$ cat src/rtl/jstk_spi_responder_pkg.sv
// Shared constants, FSM state type and TX byte packing for the PmodJSTK SPI responder.
// Optional build macro used by the responder: JSTK_RESP_CMD_CHECK_EN.
package jstk_pkg;

    localparam int unsigned JSTK_NUM_BYTES  = 5;
    localparam int unsigned JSTK_TX_BITS    = 8 * JSTK_NUM_BYTES;
    localparam logic [5:0]  JSTK_CMD_PREFIX = 6'b100000;

    localparam int unsigned JSTK_POS_PAD = 6;
    localparam int unsigned JSTK_BTN_PAD = 5;

    typedef enum logic [1:0] {
        ST_IDLE    = 2'd0,
        ST_ACTIVE  = 2'd1,
        ST_OVERRUN = 2'd2
    } jstk_state_e;

    // Byte 0 sits in the low byte so the shifter always transmits bits [7:0].
    function automatic logic [JSTK_TX_BITS-1:0] jstk_pack_tx(
        input logic [9:0] x,
        input logic [9:0] y,
        input logic [2:0] btn
    );
        return {{JSTK_BTN_PAD{1'b0}}, btn,
                {JSTK_POS_PAD{1'b0}}, y[9:8],
                y[7:0],
                {JSTK_POS_PAD{1'b0}}, x[9:8],
                x[7:0]};
    endfunction

endpackage

$ cat src/rtl/jstk_spi_responder_if.sv
// SPI pin bundle between a master and the joystick responder.
interface jstk_spi_responder_if;

    logic cs;
    logic sck;
    logic mosi;
    logic miso;

    modport master (
        output cs,
        output sck,
        output mosi,
        input  miso
    );

    modport slave (
        input  cs,
        input  sck,
        input  mosi,
        output miso
    );

endinterface

$ cat src/rtl/jstk_spi_responder_sync_edge.sv
// Multi-flop synchronizer with level, rise/fall pulses and a post-reset valid flag.
module sync_edge #(
    parameter int unsigned SYNC_STAGES = 2,
    parameter logic        RESET_VAL   = 1'b0
) (
    input  logic i_clk,
    input  logic i_rst,
    input  logic i_async,
    output logic o_level,
    output logic o_rise,
    output logic o_fall,
    output logic o_valid
);

    logic [SYNC_STAGES-1:0] r_sync;
    logic [SYNC_STAGES-1:0] r_valid;
    logic                   r_prev;

    always_ff @(posedge i_clk or posedge i_rst) begin
        if (i_rst) begin
            r_sync  <= {SYNC_STAGES{RESET_VAL}};
            r_prev  <= RESET_VAL;
            r_valid <= '0;
        end else begin
            r_sync  <= {r_sync[SYNC_STAGES-2:0], i_async};
            r_prev  <= r_sync[SYNC_STAGES-1];
            r_valid <= {r_valid[SYNC_STAGES-2:0], 1'b1};
        end
    end

    // o_valid marks when o_level reflects a real pin sample rather than the reset fill.
    assign o_level = r_sync[SYNC_STAGES-1];
    assign o_rise  = o_level & ~r_prev;
    assign o_fall  = ~o_level & r_prev;
    assign o_valid = r_valid[SYNC_STAGES-1];

endmodule

$ cat src/rtl/jstk_spi_responder.sv
// PmodJSTK-compatible SPI mode-0 slave: reports X/Y/buttons, captures the LED command.
// Build option: define JSTK_RESP_CMD_CHECK_EN to require the 6'b100000 command prefix.
module jstk_spi_responder
    import jstk_pkg::*;
#(
    parameter int unsigned SYNC_STAGES = 2,
    parameter int unsigned NUM_BYTES   = JSTK_NUM_BYTES
) (
    input  logic                 clk50M,
    input  logic                 reset,
    jstk_spi_responder_if.slave  spi,
    input  logic [9:0]           x_pos,
    input  logic [9:0]           y_pos,
    input  logic [2:0]           buttons,
    output logic [1:0]           led_cmd,
    output logic                 xfer_done,
    output logic                 frame_error
);

    localparam int unsigned BYTE_W    = (NUM_BYTES > 1) ? $clog2(NUM_BYTES) : 1;
    localparam logic [BYTE_W-1:0] LAST_BYTE = BYTE_W'(NUM_BYTES - 1);

    logic w_cs_level, w_cs_rise, w_cs_fall, w_cs_valid;
    logic w_sck_level, w_sck_rise, w_sck_fall, w_sck_valid;
    logic w_mosi_level, w_mosi_rise, w_mosi_fall, w_mosi_valid;

    sync_edge #(.SYNC_STAGES(SYNC_STAGES), .RESET_VAL(1'b1)) u_cs_sync (
        .i_clk   (clk50M),
        .i_rst   (reset),
        .i_async (spi.cs),
        .o_level (w_cs_level),
        .o_rise  (w_cs_rise),
        .o_fall  (w_cs_fall),
        .o_valid (w_cs_valid)
    );

    sync_edge #(.SYNC_STAGES(SYNC_STAGES), .RESET_VAL(1'b0)) u_sck_sync (
        .i_clk   (clk50M),
        .i_rst   (reset),
        .i_async (spi.sck),
        .o_level (w_sck_level),
        .o_rise  (w_sck_rise),
        .o_fall  (w_sck_fall),
        .o_valid (w_sck_valid)
    );

    sync_edge #(.SYNC_STAGES(SYNC_STAGES), .RESET_VAL(1'b0)) u_mosi_sync (
        .i_clk   (clk50M),
        .i_rst   (reset),
        .i_async (spi.mosi),
        .o_level (w_mosi_level),
        .o_rise  (w_mosi_rise),
        .o_fall  (w_mosi_fall),
        .o_valid (w_mosi_valid)
    );

    jstk_state_e              r_state, w_state_nxt;
    logic                     r_cs_armed;
    logic [JSTK_TX_BITS-1:0]  r_tx_snap;
    logic [2:0]               r_bit_cnt;
    logic [BYTE_W-1:0]        r_byte_cnt;
    logic [6:0]               r_rx_sr;
    logic [7:0]               r_rx0;
    logic                     r_overrun;
    logic                     r_miso;
    logic [1:0]               r_led;
    logic                     r_xfer_done;
    logic                     r_frame_error;

    logic                     w_start;
    logic                     w_xfer_nxt;
    logic                     w_ferr_nxt;
    logic                     w_byte_end;
    logic                     w_cmd_ok;
    logic [2:0]               w_bit_idx;
    logic [7:0]               w_tx_byte;
    logic [JSTK_TX_BITS-1:0]  w_tx_load;

    assign w_byte_end = (r_bit_cnt == 3'd7);
    assign w_bit_idx  = 3'd7 - r_bit_cnt;
    assign w_tx_byte  = r_tx_snap[7:0];
    assign w_tx_load  = jstk_pack_tx(x_pos, y_pos, buttons);

`ifdef JSTK_RESP_CMD_CHECK_EN
    assign w_cmd_ok = (r_rx0[7:2] == JSTK_CMD_PREFIX);
`else
    assign w_cmd_ok = 1'b1;
`endif

    always_ff @(posedge clk50M or posedge reset) begin
        if (reset) r_state <= ST_IDLE;
        else       r_state <= w_state_nxt;
    end

    // cs rise is checked first in every state, so a coincident sck edge is dropped.
    always_comb begin
        w_state_nxt = r_state;
        w_start     = 1'b0;
        w_xfer_nxt  = 1'b0;
        w_ferr_nxt  = 1'b0;
        unique case (r_state)
            ST_IDLE: begin
                if (w_cs_fall && r_cs_armed) begin
                    w_state_nxt = ST_ACTIVE;
                    w_start     = 1'b1;
                end
            end
            ST_ACTIVE: begin
                if (w_cs_rise) begin
                    w_state_nxt = ST_IDLE;
                    w_ferr_nxt  = 1'b1;
                end else if (w_sck_rise && w_byte_end && (r_byte_cnt == LAST_BYTE)) begin
                    w_state_nxt = ST_OVERRUN;
                end
            end
            ST_OVERRUN: begin
                if (w_cs_rise) begin
                    w_state_nxt = ST_IDLE;
                    w_xfer_nxt  = ~r_overrun;
                    w_ferr_nxt  = r_overrun;
                end
            end
            default: w_state_nxt = ST_IDLE;
        endcase
    end

    // A cs falling edge only counts once cs has been seen high after reset.
    always_ff @(posedge clk50M or posedge reset) begin
        if (reset) begin
            r_cs_armed <= 1'b0;
            r_tx_snap  <= '0;
            r_bit_cnt  <= '0;
            r_byte_cnt <= '0;
            r_rx_sr    <= '0;
            r_rx0      <= '0;
            r_overrun  <= 1'b0;
            r_miso     <= 1'b0;
        end else begin
            r_cs_armed <= r_cs_armed | (w_cs_valid & w_cs_level);
            unique case (r_state)
                ST_IDLE: begin
                    r_miso <= 1'b0;
                    if (w_start) begin
                        r_tx_snap  <= w_tx_load;
                        r_miso     <= w_tx_load[7];
                        r_bit_cnt  <= '0;
                        r_byte_cnt <= '0;
                        r_rx_sr    <= '0;
                        r_overrun  <= 1'b0;
                    end
                end
                ST_ACTIVE: begin
                    if (w_cs_rise) begin
                        r_miso <= 1'b0;
                    end else if (w_sck_rise) begin
                        r_rx_sr   <= {r_rx_sr[5:0], w_mosi_level};
                        r_bit_cnt <= r_bit_cnt + 3'd1;
                        if (w_byte_end) begin
                            if (r_byte_cnt == '0) r_rx0 <= {r_rx_sr, w_mosi_level};
                            r_byte_cnt <= r_byte_cnt + 1'b1;
                            r_tx_snap  <= r_tx_snap >> 8;
                            if (r_byte_cnt == LAST_BYTE) r_miso <= 1'b0;
                        end
                    end else if (w_sck_fall) begin
                        r_miso <= w_tx_byte[w_bit_idx];
                    end
                end
                ST_OVERRUN: begin
                    r_miso <= 1'b0;
                    if (!w_cs_rise && w_sck_rise) r_overrun <= 1'b1;
                end
                default: r_miso <= 1'b0;
            endcase
        end
    end

    always_ff @(posedge clk50M or posedge reset) begin
        if (reset) begin
            r_led         <= 2'b00;
            r_xfer_done   <= 1'b0;
            r_frame_error <= 1'b0;
        end else begin
            r_xfer_done   <= w_xfer_nxt;
            r_frame_error <= w_ferr_nxt;
            if (w_xfer_nxt && w_cmd_ok) r_led <= r_rx0[1:0];
        end
    end

    assign spi.miso    = r_miso;
    assign led_cmd     = r_led;
    assign xfer_done   = r_xfer_done;
    assign frame_error = r_frame_error;

    logic w_unused;
    assign w_unused = &{1'b0, w_sck_level, w_sck_valid, w_mosi_rise, w_mosi_fall,
                        w_mosi_valid, r_rx0[7:2]};

endmodule

$ cat src/flat_wrapper.sv
// flat-port wrapper written by rule: the top's interface ports become plain ports
module jstk_spi_responder_flat import jstk_pkg::*;
#(
    parameter int unsigned SYNC_STAGES = 2,
    parameter int unsigned NUM_BYTES   = JSTK_NUM_BYTES
)
  (clk50M, reset, x_pos, y_pos, buttons, led_cmd, xfer_done, frame_error, spi_cs, spi_sck, spi_mosi, spi_miso);
  jstk_spi_responder_if spi_i ();
  input  logic clk50M;
  input  logic reset;
  input  logic [9:0] x_pos;
  input  logic [9:0] y_pos;
  input  logic [2:0] buttons;
  output logic [1:0] led_cmd;
  output logic xfer_done;
  output logic frame_error;
  input wire logic [$bits(spi_i.cs)-1:0] spi_cs;
  input wire logic [$bits(spi_i.sck)-1:0] spi_sck;
  input wire logic [$bits(spi_i.mosi)-1:0] spi_mosi;
  output wire logic [$bits(spi_i.miso)-1:0] spi_miso;
  assign spi_i.cs = spi_cs;
  assign spi_i.sck = spi_sck;
  assign spi_i.mosi = spi_mosi;
  assign spi_miso = spi_i.miso;
  jstk_spi_responder #(.SYNC_STAGES(SYNC_STAGES), .NUM_BYTES(NUM_BYTES)) u_core (.clk50M(clk50M), .reset(reset), .spi(spi_i), .x_pos(x_pos), .y_pos(y_pos), .buttons(buttons), .led_cmd(led_cmd), .xfer_done(xfer_done), .frame_error(frame_error));
endmodule
$ cat config.mk
export PLATFORM = sky130hd
export DESIGN_NAME = jstk_spi_responder_flat
export DESIGN_NICKNAME = d
export VERILOG_FILES = /design/src/rtl/jstk_spi_responder_pkg.sv /design/src/rtl/jstk_spi_responder_if.sv /design/src/rtl/jstk_spi_responder_sync_edge.sv /design/src/rtl/jstk_spi_responder.sv /design/src/flat_wrapper.sv
export SDC_FILE = /design/constraint.sdc
export NUM_CORES = 1
export LEC_CHECK = 0
export CAP_MARGIN = 40
export CORE_ASPECT_RATIO = 1.75
export CORE_UTILIZATION = 65
export DETAILED_ROUTE_END_ITERATION = 7
export DONT_BUFFER_PORTS = 1
export PLACE_DENSITY = 0.86
export SYNTH_ARGS = -nofsm -noshare
export SYNTH_HDL_FRONTEND = slang
export SYNTH_SLANG_ARGS = --single-unit
$ cat constraint.sdc
create_clock -name clk50M -period 5.01 [get_ports clk50M]
set_input_delay 0.7515 -clock clk50M [delete_from_list [all_inputs] [get_ports clk50M]]
set_output_delay 0.7515 -clock clk50M [all_outputs]
set_load 0.02 [all_outputs]
==> impl_metrics.csv, run 1 <==
group,metric,value,unit
sta,hold-worst-slack,341,ps
floorplan,io_pins,33,
drt,vias,1821,
floorplan,start_util,0.683,
setup_path,startpoint,"u_core.r_state[1]$_DFFE_PP0P_",
finish,layout-drive-gt1-share,0.141,
sta,rsz0062_at_grt,"no",
clock_tree,cts_buffers,9,
setup_path,critPathCapture,"u_core.r_tx_snap[15]$_DFFE_PP0P_",
synthesis,syn_inst,243,
drt,drtIter0Drc,62,
synthesis,seq_area_frac_synth,0.551,
synthesis,ys_types,40,
min_path,hold_path.class,"flop to flop",
finish,fill_cells,255,
synthesis,synth.cell_area,0.00264,mm²
global_routing,grtUsageTotal,0.270,
outcome,status,"completed",
clock_tree,clk_latency,340,ps
floorplan,die_h,86.3,µm
clock_tree,cts_root_buffer,"clkbuf_8",
synthesis,synth_seq_cells,58,
synthesis,synthFlopType,"dfrtp_1",
global_routing,grt_pass1_vias,1742,
floorplan,rows,30,
synthesis,synth_top_family_by_area,"simple AND/OR/NAND/NOR gates",
clock_tree,cts_setup_buffers,0,
drt,drc,0,
synthesis,synth_compound_area_frac,0.121,
floorplan,core-area,0.00387,mm²
sta,fin_crit_sh,0.461,
setup_path,r2r_cells,6,
setup_path,crit_fanout,26,
finish,areaGrowthSynthToFinish,9.67,%
setup_path,crit_type,"flop to flop",
setup_path,reg2reg_to,"u_core.r_tx_snap[15]$_DFFE_PP0P_",
placed_design,dp_hpwl,3.39,mm
setup_path,cp.arrival,2510,ps
placed_design,port_buffers,0,
sta,setup_violations,0,
min_path,min_from,"u_core.u_mosi_sync.r_sync[0]$_DFF_PP0_",
sta,setup_tns,0,ps
clock_tree,clkTransAtPathRegs,70,ps
clock_tree,cts_resized,0,
setup_path,r2r_slack,2700,ps
power_and_ir_drop,leakagePower,1.28,nW
synthesis,synth_xor_area_frac,0,
synthesis,syn-num-nets,279,
drt,viasPerCell,6.15,
setup_path,worst_ep_required_time,5210,ps
clock_tree,cts_tree,"built",
drt,first_pass_iters,4,
global_routing,grt_pass1_wl,8.34,mm
global_routing,overflow,0,
synthesis,synth-simple-area-share,0.153,
clock_tree,cts.path.max_buffers,2,
clock_tree,cts_hold_buffers,0,
sta,worst_pin_slew,702,ps
setup_path,end_kind,"flop",
power_and_ir_drop,vdd_drop_max,0.392,mV
synthesis,yosysWarnings,0,
global_routing,grt_max_degree,59,
power_and_ir_drop,power.density,527,mW/mm²
drt,drtAntennaViolNets,0,
flow_run,drv_cap,0,
clock_tree,htree_levels,3,
global_routing,antenna_found_initial,0,
setup_path,r2r-start,"u_core.r_state[1]$_DFFE_PP0P_",
clock_tree,cts.sink_count,58,
synthesis,yosys-mux-area-fraction,0.101,
setup_path,crit_path_start_kind,"flop",
drt,wirelength,5.08,mm
sta,finClkSkew,8.29,ps
synthesis,synth_fa_ha_area_frac,0.0379,
sta,relSlewSlack,0.532,
sta,finalMaxSlewViolations,0,
sta,fmax,0.433,GHz
finish,nNetsFinal,279,
sta,period_minus_slack,2310,ps
placed_design,place_congestion,0.845,
floorplan,die_x,50.2,µm
sta,hold_violations,0,
synthesis,synth_edf_count,0,
drt,wl_per_cell,17.2,µm
floorplan,die-area,0.00433,mm²
finish,n_antenna_cell,0,
synthesis,synthArstFlopShare,1.00,
synthesis,synth_area_per_cell,10.9,µm²
stage by stage:
| stage | setup WS (ps) | cells | area (µm²) | util | power (mW) |
|---|---|---|---|---|---|
| 2_1_floorplan | 2840 | 243 | 2640 | - | 0.948 |
| 3_3_place_gp | 2830 | 280 | 2660 | 0.687 | 1.01 |
| 3_5_place_dp | 2710 | 280 | 2660 | 0.687 | 1.03 |
| 4_1_cts | 2690 | 296 | 2900 | 0.749 | 1.53 |
| 5_1_grt | 2490 | 296 | 2900 | 0.749 | 1.61 |
| 6_report | 2700 | 296 | 2900 | 0.749 | 1.52 |
state kept, by name (all words and copies together), names as in the netlist:
name	count
u_core.r_rx0	2
u_core.r_byte_cnt	3
u_core.r_tx_snap	30
u_core.frame_error	1
u_core.r_rx_sr	1
u_core.led_cmd	2
u_core.r_state	2
u_core.r_cs_armed	1
u_core.xfer_done	1
u_core.u_cs_sync.r_valid	2
u_core.u_cs_sync.r_sync	2
u_core.u_cs_sync.r_prev	1
u_core.u_mosi_sync.r_sync	2
u_core.r_bit_cnt	3
u_core.u_sck_sync.r_sync	2
u_core.u_sck_sync.r_prev	1
u_core.r_overrun	1
u_core.spi.miso	1
cells by family after synthesis:
group	count (synthesis)
and+or+nand+nor	82
DFF	58
AOI/OAI and AO/OA	50
muxes	23
buffers and inverters	21
adders and majority gates	8
other	1
layout make-up:
| class | count | area, µm² | area share |
|---|---|---|---|
| Sequential cell | 58 | 1460 | 0.503 |
| Multi-Input combinational cell | 164 | 1090 | 0.378 |
| Timing Repair Buffer | 3 | 22.5 | 0.00778 |
| Clock inverter | 4 | 72.6 | 0.0251 |
| Inverter | 7 | 26.3 | 0.00908 |
| Tap cell | 48 | 60.1 | 0.0207 |
| Clock buffer | 12 | 165 | 0.0570 |
worst min-delay path by stage:
stage | endpoint | cells past startpoint
finish | u_core.u_mosi_sync.r_sync[1]$_DFF_PP0_ | 0
global route | u_core.u_mosi_sync.r_sync[1]$_DFF_PP0_ | 0
floorplan | u_core.u_cs_sync.r_valid[1]$_DFF_PP0_ | 0
global placement | u_core.u_cs_sync.r_valid[1]$_DFF_PP0_ | 0
detailed placement | u_core.u_cs_sync.r_valid[1]$_DFF_PP0_ | 0
CTS | u_core.u_mosi_sync.r_sync[1]$_DFF_PP0_ | 0
worst max-delay path, cell delays in order (launching register included):
cell and delay, ps:
dfrtp_1 400, inv_1 80, ha_1 140, buf_4 340
and3_1 510, and2_1 550, o21ai_1 150
layout by cell type (no fill, tap or decap), types with 2 or more instances in the layout:
cell type and instances:
nor2_1 17, ha_1 8, a22oi_1 16, nand4_1 4
a21oi_1 7, and3_1 2, mux2_4 2, bufinv_16 2
buf_4 3, inv_1 6, dfstp_2 3, nand2_1 31
clkbuf_8 12, mux4_2 2, nand4b_1 2, nand3_1 13
dfrtp_1 55, o21ai_1 21, mux2i_1 17, mux2_1 2
power by group:
part           leakage, nW  total [mW]  internal, mW  switching (mW)
combinational        0.448       0.367         0.156           0.211
clock                0.119       0.499         0.320           0.179
sequential           0.711       0.659         0.583          0.0756
Yosys cell counts, drive strengths merged, types with 3 or more instances:
library cell,n,share of area
clkbuf,6,0.0085
mux2,4,0.020
a21oi,7,0.013
a22oi,16,0.045
mux2i,17,0.064
nor2,18,0.027
inv,7,0.010
nand2,32,0.046
nand3,13,0.025
nand4,4,0.0095
buf,8,0.016
o21ai,22,0.046
ha,8,0.038
dfstp,3,0.030
dfrtp,55,0.52
routing by layer:
layer / wire length [µm] / track usage / vias to the layer above
met5: 0 / 0 / -
met4: 148 / 0.161 / 0
met3: 194 / 0.0825 / 13
li1: - / - / 855
met1: 1980 / 0.323 / 902
met2: 2750 / 0.424 / 51
No activity file was read; power rests on OpenSTA's default activity.
==> inputs of run 2 (changes only) <==
--- a/config.mk
+++ b/config.mk
@@ -7,10 +7,10 @@
 export LEC_CHECK = 0
 export CAP_MARGIN = 40
 export CORE_ASPECT_RATIO = 1.75
-export CORE_UTILIZATION = 65
+export CORE_UTILIZATION = 62
 export DETAILED_ROUTE_END_ITERATION = 7
 export DONT_BUFFER_PORTS = 1
-export PLACE_DENSITY = 0.86
+export PLACE_DENSITY = 0.83
 export SYNTH_ARGS = -nofsm -noshare
 export SYNTH_HDL_FRONTEND = slang
 export SYNTH_SLANG_ARGS = --single-unit
==> constraint.sdc (replaced) <==
create_clock -name clk50M -period 2.4 [get_ports clk50M]
set_input_delay 0.36 -clock clk50M [delete_from_list [all_inputs] [get_ports clk50M]]
set_output_delay 0.36 -clock clk50M [all_outputs]
set_load 0.02 [all_outputs]
==> impl_metrics.csv, run 2 (synthesis results as in run 1) <==
group,metric,value,unit
finish,regMostFlops,"u_core.r_tx_snap",
clock_tree,clk_latency,330,ps
finish,areaGrowthSynthToFinish,9.62,%
sta,fmax,0.499,GHz
floorplan,die_h,88.3,µm
clock_tree,cts.path.max_buffers,2,
sta,finClkSkew,7.52,ps
sta,setup_tns,0,ps
sta,period_minus_slack,2000,ps
clock_tree,htree_levels,3,
finish,layout_common_cells,"dfrtp_1 (55), nand2_1 (31), o21ai_1 (21), mux2i_1 (17), nor2_1 (17)",
finish,multi_input_area,0.00109,mm²
placed_design,dp_hpwl,3.77,mm
global_routing,antenna_found_initial,0,
finish,seqCellArea,0.00146,mm²
setup_path,worst_ep_required_time,2650,ps
global_routing,grt_pass1_wl,8.63,mm
global_routing,overflow,0,
global_routing,grt_pass1_vias,1865,
setup_path,reg2reg_to,"u_core.r_bit_cnt[1]$_DFFE_PP0P_",
drt,drtAntennaViolNets,0,
placed_design,place_congestion,0.825,
setup_path,crit_type,"flop to flop",
clock_tree,cts_root_buffer,"clkbuf_8",
setup_path,end_kind,"flop",
floorplan,core-area,0.00411,mm²
finish,fill_cells,317,
floorplan,rows,31,
min_path,hold_path.class,"input port to flop",
clock_tree,cts_tree,"built",
setup_path,cp.arrival,2250,ps
setup_path,r2r-start,"u_core.r_state[1]$_DFFE_PP0P_",
clock_tree,cts.sink_count,58,
sta,fin_crit_sh,0.835,
clock_tree,clkTransAtPathRegs,60,ps
setup_path,crit_path_start_kind,"flop",
finish,final_common_cell,"dfrtp_1",
drt,drtIter0Drc,82,
placed_design,port_buffers,0,
clock_tree,cts_setup_buffers,0,
sta,rsz0062_at_grt,"no",
drt,drc,0,
floorplan,io_pins,33,
clock_tree,cts_buffers,9,
drt,vias,1857,
power_and_ir_drop,vdd_drop_max,0.946,mV
finish,largest_reg_flops,30,
setup_path,r2r_slack,400,ps
finish,layout-drive-gt1-share,0.146,
sta,worst_pin_slew,691,ps
finish,largest_registers,"u_core.r_tx_snap x30, u_core.r_bit_cnt x3, u_core.r_byte_cnt x3",
setup_path,r2r_cells,6,
drt,first_pass_iters,4,
setup_path,crit_fanout,20,
sta,relSlewSlack,0.540,
drt,viasPerCell,6.15,
outcome,status,"completed",
sta,finalMaxSlewViolations,0,
power_and_ir_drop,power.density,1040,mW/mm²
drt,wl_per_cell,17.9,µm
finish,nNetsFinal,284,
floorplan,die_x,51.3,µm
clock_tree,cts_resized,0,
min_path,whs_endpoint,"u_core.u_cs_sync.r_sync[0]$_DFF_PP1_",
min_path,min_from,"spi_cs",
floorplan,start_util,0.642,
global_routing,grtUsageTotal,0.274,
sta,hold_violations,0,
clock_tree,cts_hold_buffers,1,
power_and_ir_drop,leakagePower,1.28,nW
flow_run,drv_cap,0,
finish,n_antenna_cell,0,
floorplan,die-area,0.00453,mm²
drt,wirelength,5.41,mm
finish,finish.instance_area,0.00289,mm²
sta,setup_violations,0,
placed_design,dpl_cell_area,0.00270,mm²
global_routing,grt_max_degree,43,
min_path,whs_path_depth,0,
-- run 2: changes by cell type in the layout (fill, tap and decap cells not counted), sizes merged --
cell         previous run  this run
buf                     3         7
bufinv                  2         0
clkbuf                 12        14
clkinv                  1         2
clkinvlp                1         0
dlygate4sd3             0         1
-- run 2: how the worst max path moves through the flow --
stage	start	to	slack, ps	depth (start not counted)
CTS	u_core.r_state[0]$_DFFE_PP0P_	u_core.r_tx_snap[4]$_DFFE_PP0P_	410	6
global route	u_core.r_state[0]$_DFFE_PP0P_	u_core.r_tx_snap[5]$_DFFE_PP0P_	230	7
global placement	u_core.r_state[1]$_DFFE_PP0P_	u_core.r_bit_cnt[0]$_DFFE_PP0P_	500	6
finish	u_core.r_state[1]$_DFFE_PP0P_	u_core.r_bit_cnt[1]$_DFFE_PP0P_	400	6
detailed placement	u_core.r_state[0]$_DFFE_PP0P_	u_core.r_tx_snap[5]$_DFFE_PP0P_	430	6
floorplan	reset	u_core.frame_error$_DFF_PP0_	620	1
-- run 2: report_power, final --
group | internal [mW] | switching (mW) | total [mW]
clock network | 0.456 | 0.356 | 0.812
registers | 1.22 | 0.161 | 1.38
logic | 0.354 | 0.462 | 0.815
-- run 2: final cells by class --
type                       count  area share
multi-input combinational    164       0.378
sequential                    58       0.503
tap                           49      0.0212
timing repair buffer           8      0.0259
clock buffer                  14      0.0597
inverter                       7     0.00908
clock inverter                 2     0.00346
-- run 2: worst max-delay path: stages, from the launching register on --
cell	delay, ps
dfrtp_1	400
inv_1	80
ha_1	260
buf_4	270
or2_1	590
nand2_1	140
o21ai_1	180
-- run 2: stage by stage --
| stage | setup WS, ps | power, mW | utilization | cells | hold WS [ps] |
|---|---|---|---|---|---|
| after detailed placement | 429 | 2.20 | 0.657 | 285 | 237 |
| after floorplan | 617 | 1.98 | - | 243 | 331 |
| after global routing | 235 | 3.17 | 0.704 | 302 | 1.81 |
| after global placement | 500 | 2.16 | 0.657 | 285 | 234 |
| after CTS | 408 | 3.02 | 0.704 | 302 | 6.94 |
| final | 396 | 3.01 | 0.704 | 302 | 24.9 |
-- run 2: per-layer routing --
layer	GRT usage	up-vias	part of all wire
li1	-	862	-
met1	0.294	922	0.38
met2	0.459	57	0.54
met3	0.0687	16	0.040
met4	0.199	0	0.038
met5	0	-	0
==> inputs of run 3 (changes only) <==
--- a/config.mk
+++ b/config.mk
@@ -7,10 +7,10 @@
 export LEC_CHECK = 0
 export CAP_MARGIN = 40
 export CORE_ASPECT_RATIO = 1.75
-export CORE_UTILIZATION = 62
+export CORE_UTILIZATION = 56
 export DETAILED_ROUTE_END_ITERATION = 7
 export DONT_BUFFER_PORTS = 1
-export PLACE_DENSITY = 0.83
+export PLACE_DENSITY = 0.79
 export SYNTH_ARGS = -nofsm -noshare
 export SYNTH_HDL_FRONTEND = slang
 export SYNTH_SLANG_ARGS = --single-unit
==> constraint.sdc (replaced) <==
create_clock -name clk50M -period 1.7 [get_ports clk50M]
set_input_delay 0.255 -clock clk50M [delete_from_list [all_inputs] [get_ports clk50M]]
set_output_delay 0.255 -clock clk50M [all_outputs]
set_load 0.02 [all_outputs]
==> impl_metrics.csv, run 3 (synthesis results as in run 1) <==
group,metric,value,unit
drt,wl_per_cell,17.8,µm
drt,first_pass_iters,4,
clock_tree,htree_levels,3,
placed_design,dp_hpwl,3.70,mm
flow_run,drv_cap,0,
clock_tree,clk_latency,350,ps
drt,drc,0,
sta,setup_violations,0,
floorplan,die-area,0.00500,mm²
global_routing,grtUsageTotal,0.259,
global_routing,overflow,0,
setup_path,crit_fanout,10,
floorplan,die_x,53.9,µm
drt,wirelength,5.76,mm
setup_path,end_kind,"flop",
clock_tree,cts.path.max_buffers,2,
setup_path,worst_ep_required_time,1930,ps
placed_design,place_congestion,0.838,
clock_tree,cts_tree,"built",
power_and_ir_drop,leakagePower,1.40,nW
global_routing,grt_max_degree,59,
floorplan,core-area,0.00448,mm²
finish,fin_util,0.709,
finish,layout-drive-gt1-share,0.231,
sta,period_minus_slack,1700,ps
floorplan,io_pins,33,
floorplan,rows,32,
sta,fin_crit_sh,1.00,
finish,fill_cells,318,
setup_path,r2r_slack,0.09,ps
finish,n_antenna_cell,0,
floorplan,start_util,0.589,
placed_design,port_buffers,0,
setup_path,crit_path_start_kind,"flop",
global_routing,grt_pass1_vias,1937,
global_routing,grt_pass1_wl,9.02,mm
finish,areaGrowthSynthToFinish,20.5,%
power_and_ir_drop,power.density,1460,mW/mm²
sta,rsz0062_at_grt,"yes",
clock_tree,clkTransAtPathRegs,60,ps
drt,vias,1968,
finish,largest_registers,"u_core.r_tx_snap x30, u_core.r_bit_cnt x3, u_core.r_byte_cnt x3",
drt,drtIter0Drc,54,
sta,finalMaxSlewViolations,0,
global_routing,antenna_found_initial,0,
setup_path,crit_type,"flop to flop",
finish,layout_common_cells,"dfrtp_1 (55), nand2_1 (31), o21ai_1 (21)",
power_and_ir_drop,finalPower,4.66,mW
setup_path,cp.arrival,1930,ps
finish,final_common_cell,"dfrtp_1",
outcome,status,"completed",
finish,nNetsFinal,304,
clock_tree,cts.sink_count,58,
sta,finClkSkew,12.8,ps
min_path,hold_path.class,"input port to flop",
clock_tree,cts_buffers,9,
floorplan,die_h,92.8,µm
drt,viasPerCell,6.07,
drt,drtAntennaViolNets,0,
sta,hold_violations,0,
sta,fmax,0.588,GHz
clock_tree,cts_root_buffer,"clkbuf_8",
finish,largest_reg_flops,30,
finish,regMostFlops,"u_core.r_tx_snap",
power_and_ir_drop,vdd_drop_max,1.16,mV
[run 3: cell count changes in the layout (fill, tap and decap cells not counted), sizes merged]
| cell | previous run | this run |
|---|---|---|
| bufinv | 0 | 1 |
| clkbuf | 14 | 12 |
| buf | 7 | 23 |
| clkinvlp | 0 | 2 |
| dlygate4sd3 | 1 | 4 |
[run 3: timing repair]
action	in CTS	in global routing
gates cloned	0	1
pin swaps	0	3
endpoints found under the setup margin	1	40
hold endpoints to repair	58	0
hold buffers	4	0
resized for setup	1	15
buffers inserted	0	1
[run 3: critical path, stage by stage (launching register included)]
cell and delay [ps]:
dfrtp_1 410, inv_2 90, ha_4 130, nand4b_1 260
or2_4 380, clkbuf_16 170, nand2_1 70, o21ai_1 60
[run 3: area by class of cell]
cell class	instances	area, µm²	area share
clock buffer	11	141	0.0445
clock inverter	5	55.1	0.0173
inverter	7	26.3	0.00826
multi-input combinational	164	1130	0.357
sequential	58	1460	0.458
tap	51	63.8	0.0201
timing repair buffer	28	304	0.0956
[run 3: stage by stage]
step                      worst slack, ps  std cells  hold slack (ps)  setup TNS [ps]  instance area, µm²
after detailed placement            -5.19        302              224           -5.19                2850
final                              0.0946        324             24.7               0                3180
after floorplan                      22.0        243              259               0                2640
after global routing                -65.7        324             8.39           -1520                3180
after CTS                            1.04        322             15.4               0                3100
after global placement               51.7        302              216               0                2850
[run 3: layer usage]
metal | GRT usage | vias up | part of all wire | wire length [µm]
li1 | - | 909 | - | -
met3 | 0.0722 | 19 | 0.045 | 257
met5 | 0 | - | 0 | 0
met1 | 0.289 | 985 | 0.37 | 2150
met2 | 0.428 | 55 | 0.55 | 3150
met4 | 0.132 | 0 | 0.035 | 199
[run 3: where the power goes]
part	total, mW	internal, mW	switching [mW]
clock network	1.26	0.710	0.549
logic	1.45	0.716	0.734
registers	1.95	1.72	0.226
[run 3: final timing paths]
check,startpoint,to,cells past startpoint
max,u_core.r_state[0]$_DFFE_PP0P_,u_core.r_tx_snap[33]$_DFFE_PP0P_,7
min,y_pos[4],u_core.r_tx_snap[20]$_DFFE_PP0P_,2
max reg2reg,u_core.r_state[0]$_DFFE_PP0P_,u_core.r_tx_snap[33]$_DFFE_PP0P_,7
min reg2reg,u_core.u_cs_sync.r_valid[0]$_DFF_PP0_,u_core.u_cs_sync.r_valid[1]$_DFF_PP0_,0
max in group asynchronous,reset,u_core.u_cs_sync.r_prev$_DFF_PP1_,3
min in group asynchronous,reset,u_core.r_tx_snap[11]$_DFFE_PP0P_,3
==> RTL change: new RTL, flow settings as in run 1 <==
The option `JSTK_RESP_CMD_CHECK_EN` is turned on by a define.
--- a/src/rtl/jstk_spi_responder.sv
+++ b/src/rtl/jstk_spi_responder.sv
@@ -2,2 +2,4 @@
 // Build option: define JSTK_RESP_CMD_CHECK_EN to require the 6'b100000 command prefix.
+`define JSTK_RESP_CMD_CHECK_EN
+
 module jstk_spi_responder
Check against the original RTL: no difference found for any inputs over 10 cycles, from zero or initial values and one cycle with reset high; that may be too few to reach the edited logic, so the function may still have changed.
==> RTL change against run 1 <==
- via count is 0.38% higher
- sequential cell count up 12
- total power up 20%
- synthesized area up 21%
- first-iteration DRC count decreased by 85%
- global-route usage decreased by 3.0 points
- setup slack worse by 74 ps
- routed wire length up 3.7%
- combinational power is 54% higher
- cell area up 17%
- largest power group unchanged
==> RTL change: results (changes against run 1) <==
\begin{tabular}{lr}
\hline
Metric & Value \\
\hline
\multicolumn{2}{l}{\textbf{Run status}} \\
Outcome & completed \\
\multicolumn{2}{l}{\textbf{Finish}} \\
Fill cell instance count of the final layout & 323 (+27\%) \\
Share of cells above drive strength 1 & 23.28\% (+9.2 points) \\
Regs by FF count & u\_core.r\_tx\_snap: 30 flops, u\_core.r\_rx0: 8 flops, u\_core.r\_rx\_sr: 7 flops \\
Area growth from synthesis to layout & 6.204\% \\
Finished Layout Cells & 314 (+6.1\%) \\
Net total in the final layout & 293 (+5.0\%) \\
\multicolumn{2}{l}{\textbf{STA}} \\
Clock Skews & 5.403 ps (-2.889 ps) \\
Relative slew slack & 44.15\% (-9.1 points) \\
Post-layout worst setup margin & 2625 ps (-73.52 ps) \\
Worst hold slack & 352.9 ps (+12.23 ps) \\
\multicolumn{2}{l}{\textbf{Power and ir drop}} \\
Clk power & 0.000450 W (-9.8\%) \\
Worst vdd ir & 0.0004933 V (+26\%) \\
Pwr/cell area & 541.8 nW/um\^{}2 (+2.9\%) \\
Power drawn by the sequential cells & 0.000819 W (+24\%) \\
Internal power & 0.001277 W (+21\%) \\
\multicolumn{2}{l}{\textbf{Setup path}} \\
Peak fanout along the critical path & 32 (+23\%) \\
Largest delay share family, worst path & adder cells \\
Max stage delay on crit path & 700 ps (+150 ps) \\
Reg2reg end & u\_core.r\_tx\_snap[24] \\
Critical-path cell with the highest stage delay & sky130\_fd\_sc\_hd\_\_ha\_1 \\
WP data arrival & 2610 ps (+100 ps) \\
\multicolumn{2}{l}{\textbf{Synth}} \\
Most common library cells after synthesis & 67 x sky130\_fd\_sc\_hd\_\_dfrtp\_1, 32 x sky130\_fd\_sc\_hd\_\_nand2\_1, 22 x sky130\_fd\_sc\_hd\_\_inv\_1 \\
Register area share after synthesis & 55.08\% (about the same) \\
\multicolumn{2}{l}{\textbf{Detailed routing}} \\
DR WL met2 & 2850 um (+3.6\%) \\
Detailed-route via count & 1,828 (+0.38\%) \\
Iteration-0 DRC Markers & 9 (-85\%) \\
\multicolumn{2}{l}{\textbf{GRT}} \\
Pin count of the biggest net entering global routing & 71 (+20\%) \\
GR Util All Layers & 24.05\% (-3.0 points) \\
First-pass GRT wire length & 8438 um (+1.2\%) \\
\multicolumn{2}{l}{\textbf{Placed design}} \\
Gpl congestion & 0.8240 (-2.5\%) \\
Area post-placement & 3184 um\^{}2 (+20\%) \\
\multicolumn{2}{l}{\textbf{Min path}} \\
Worst Hold Path EP & u\_core.u\_cs\_sync.r\_valid[1] \\
\hline
\end{tabular}
-- RTL change: cell count changes in the layout (fill, tap and decap cells not counted), sizes merged, moves of 12 or more --
cell and change:
nor2 -16, mux2 +30, a22oi -16, inv +15, dfrtp +12, o21ai -13
-- RTL change: layout make-up --
cell class	instances	share of cell area [%]
clock inverters	5	1.738
inverters	22	2.440
well taps	52	1.922
multi-input cells	150	36.97
flip-flops and latches	70	51.87
clock buffers	11	4.177
repair buffers	4	0.8872
-- RTL change: cells by family after synthesis --
| kind of cell | after synthesis | synth area share [%] |
|---|---|---|
| compound gates | 31 | 6.439 |
| flops | 70 | 55.08 |
| fa+ha+maj | 8 | 3.141 |
| simple gates | 54 | 8.206 |
| other cells | 1 | 0.1177 |
| mux | 56 | 21.36 |
| buf+inv | 35 | 5.654 |
-- RTL change: layer usage --
layer	up-vias	global-route usage (%)
met1	900	26.73
met4	0	13.33
met5	-	0
met2	37	39.06
li1	878	-
met3	13	7.568
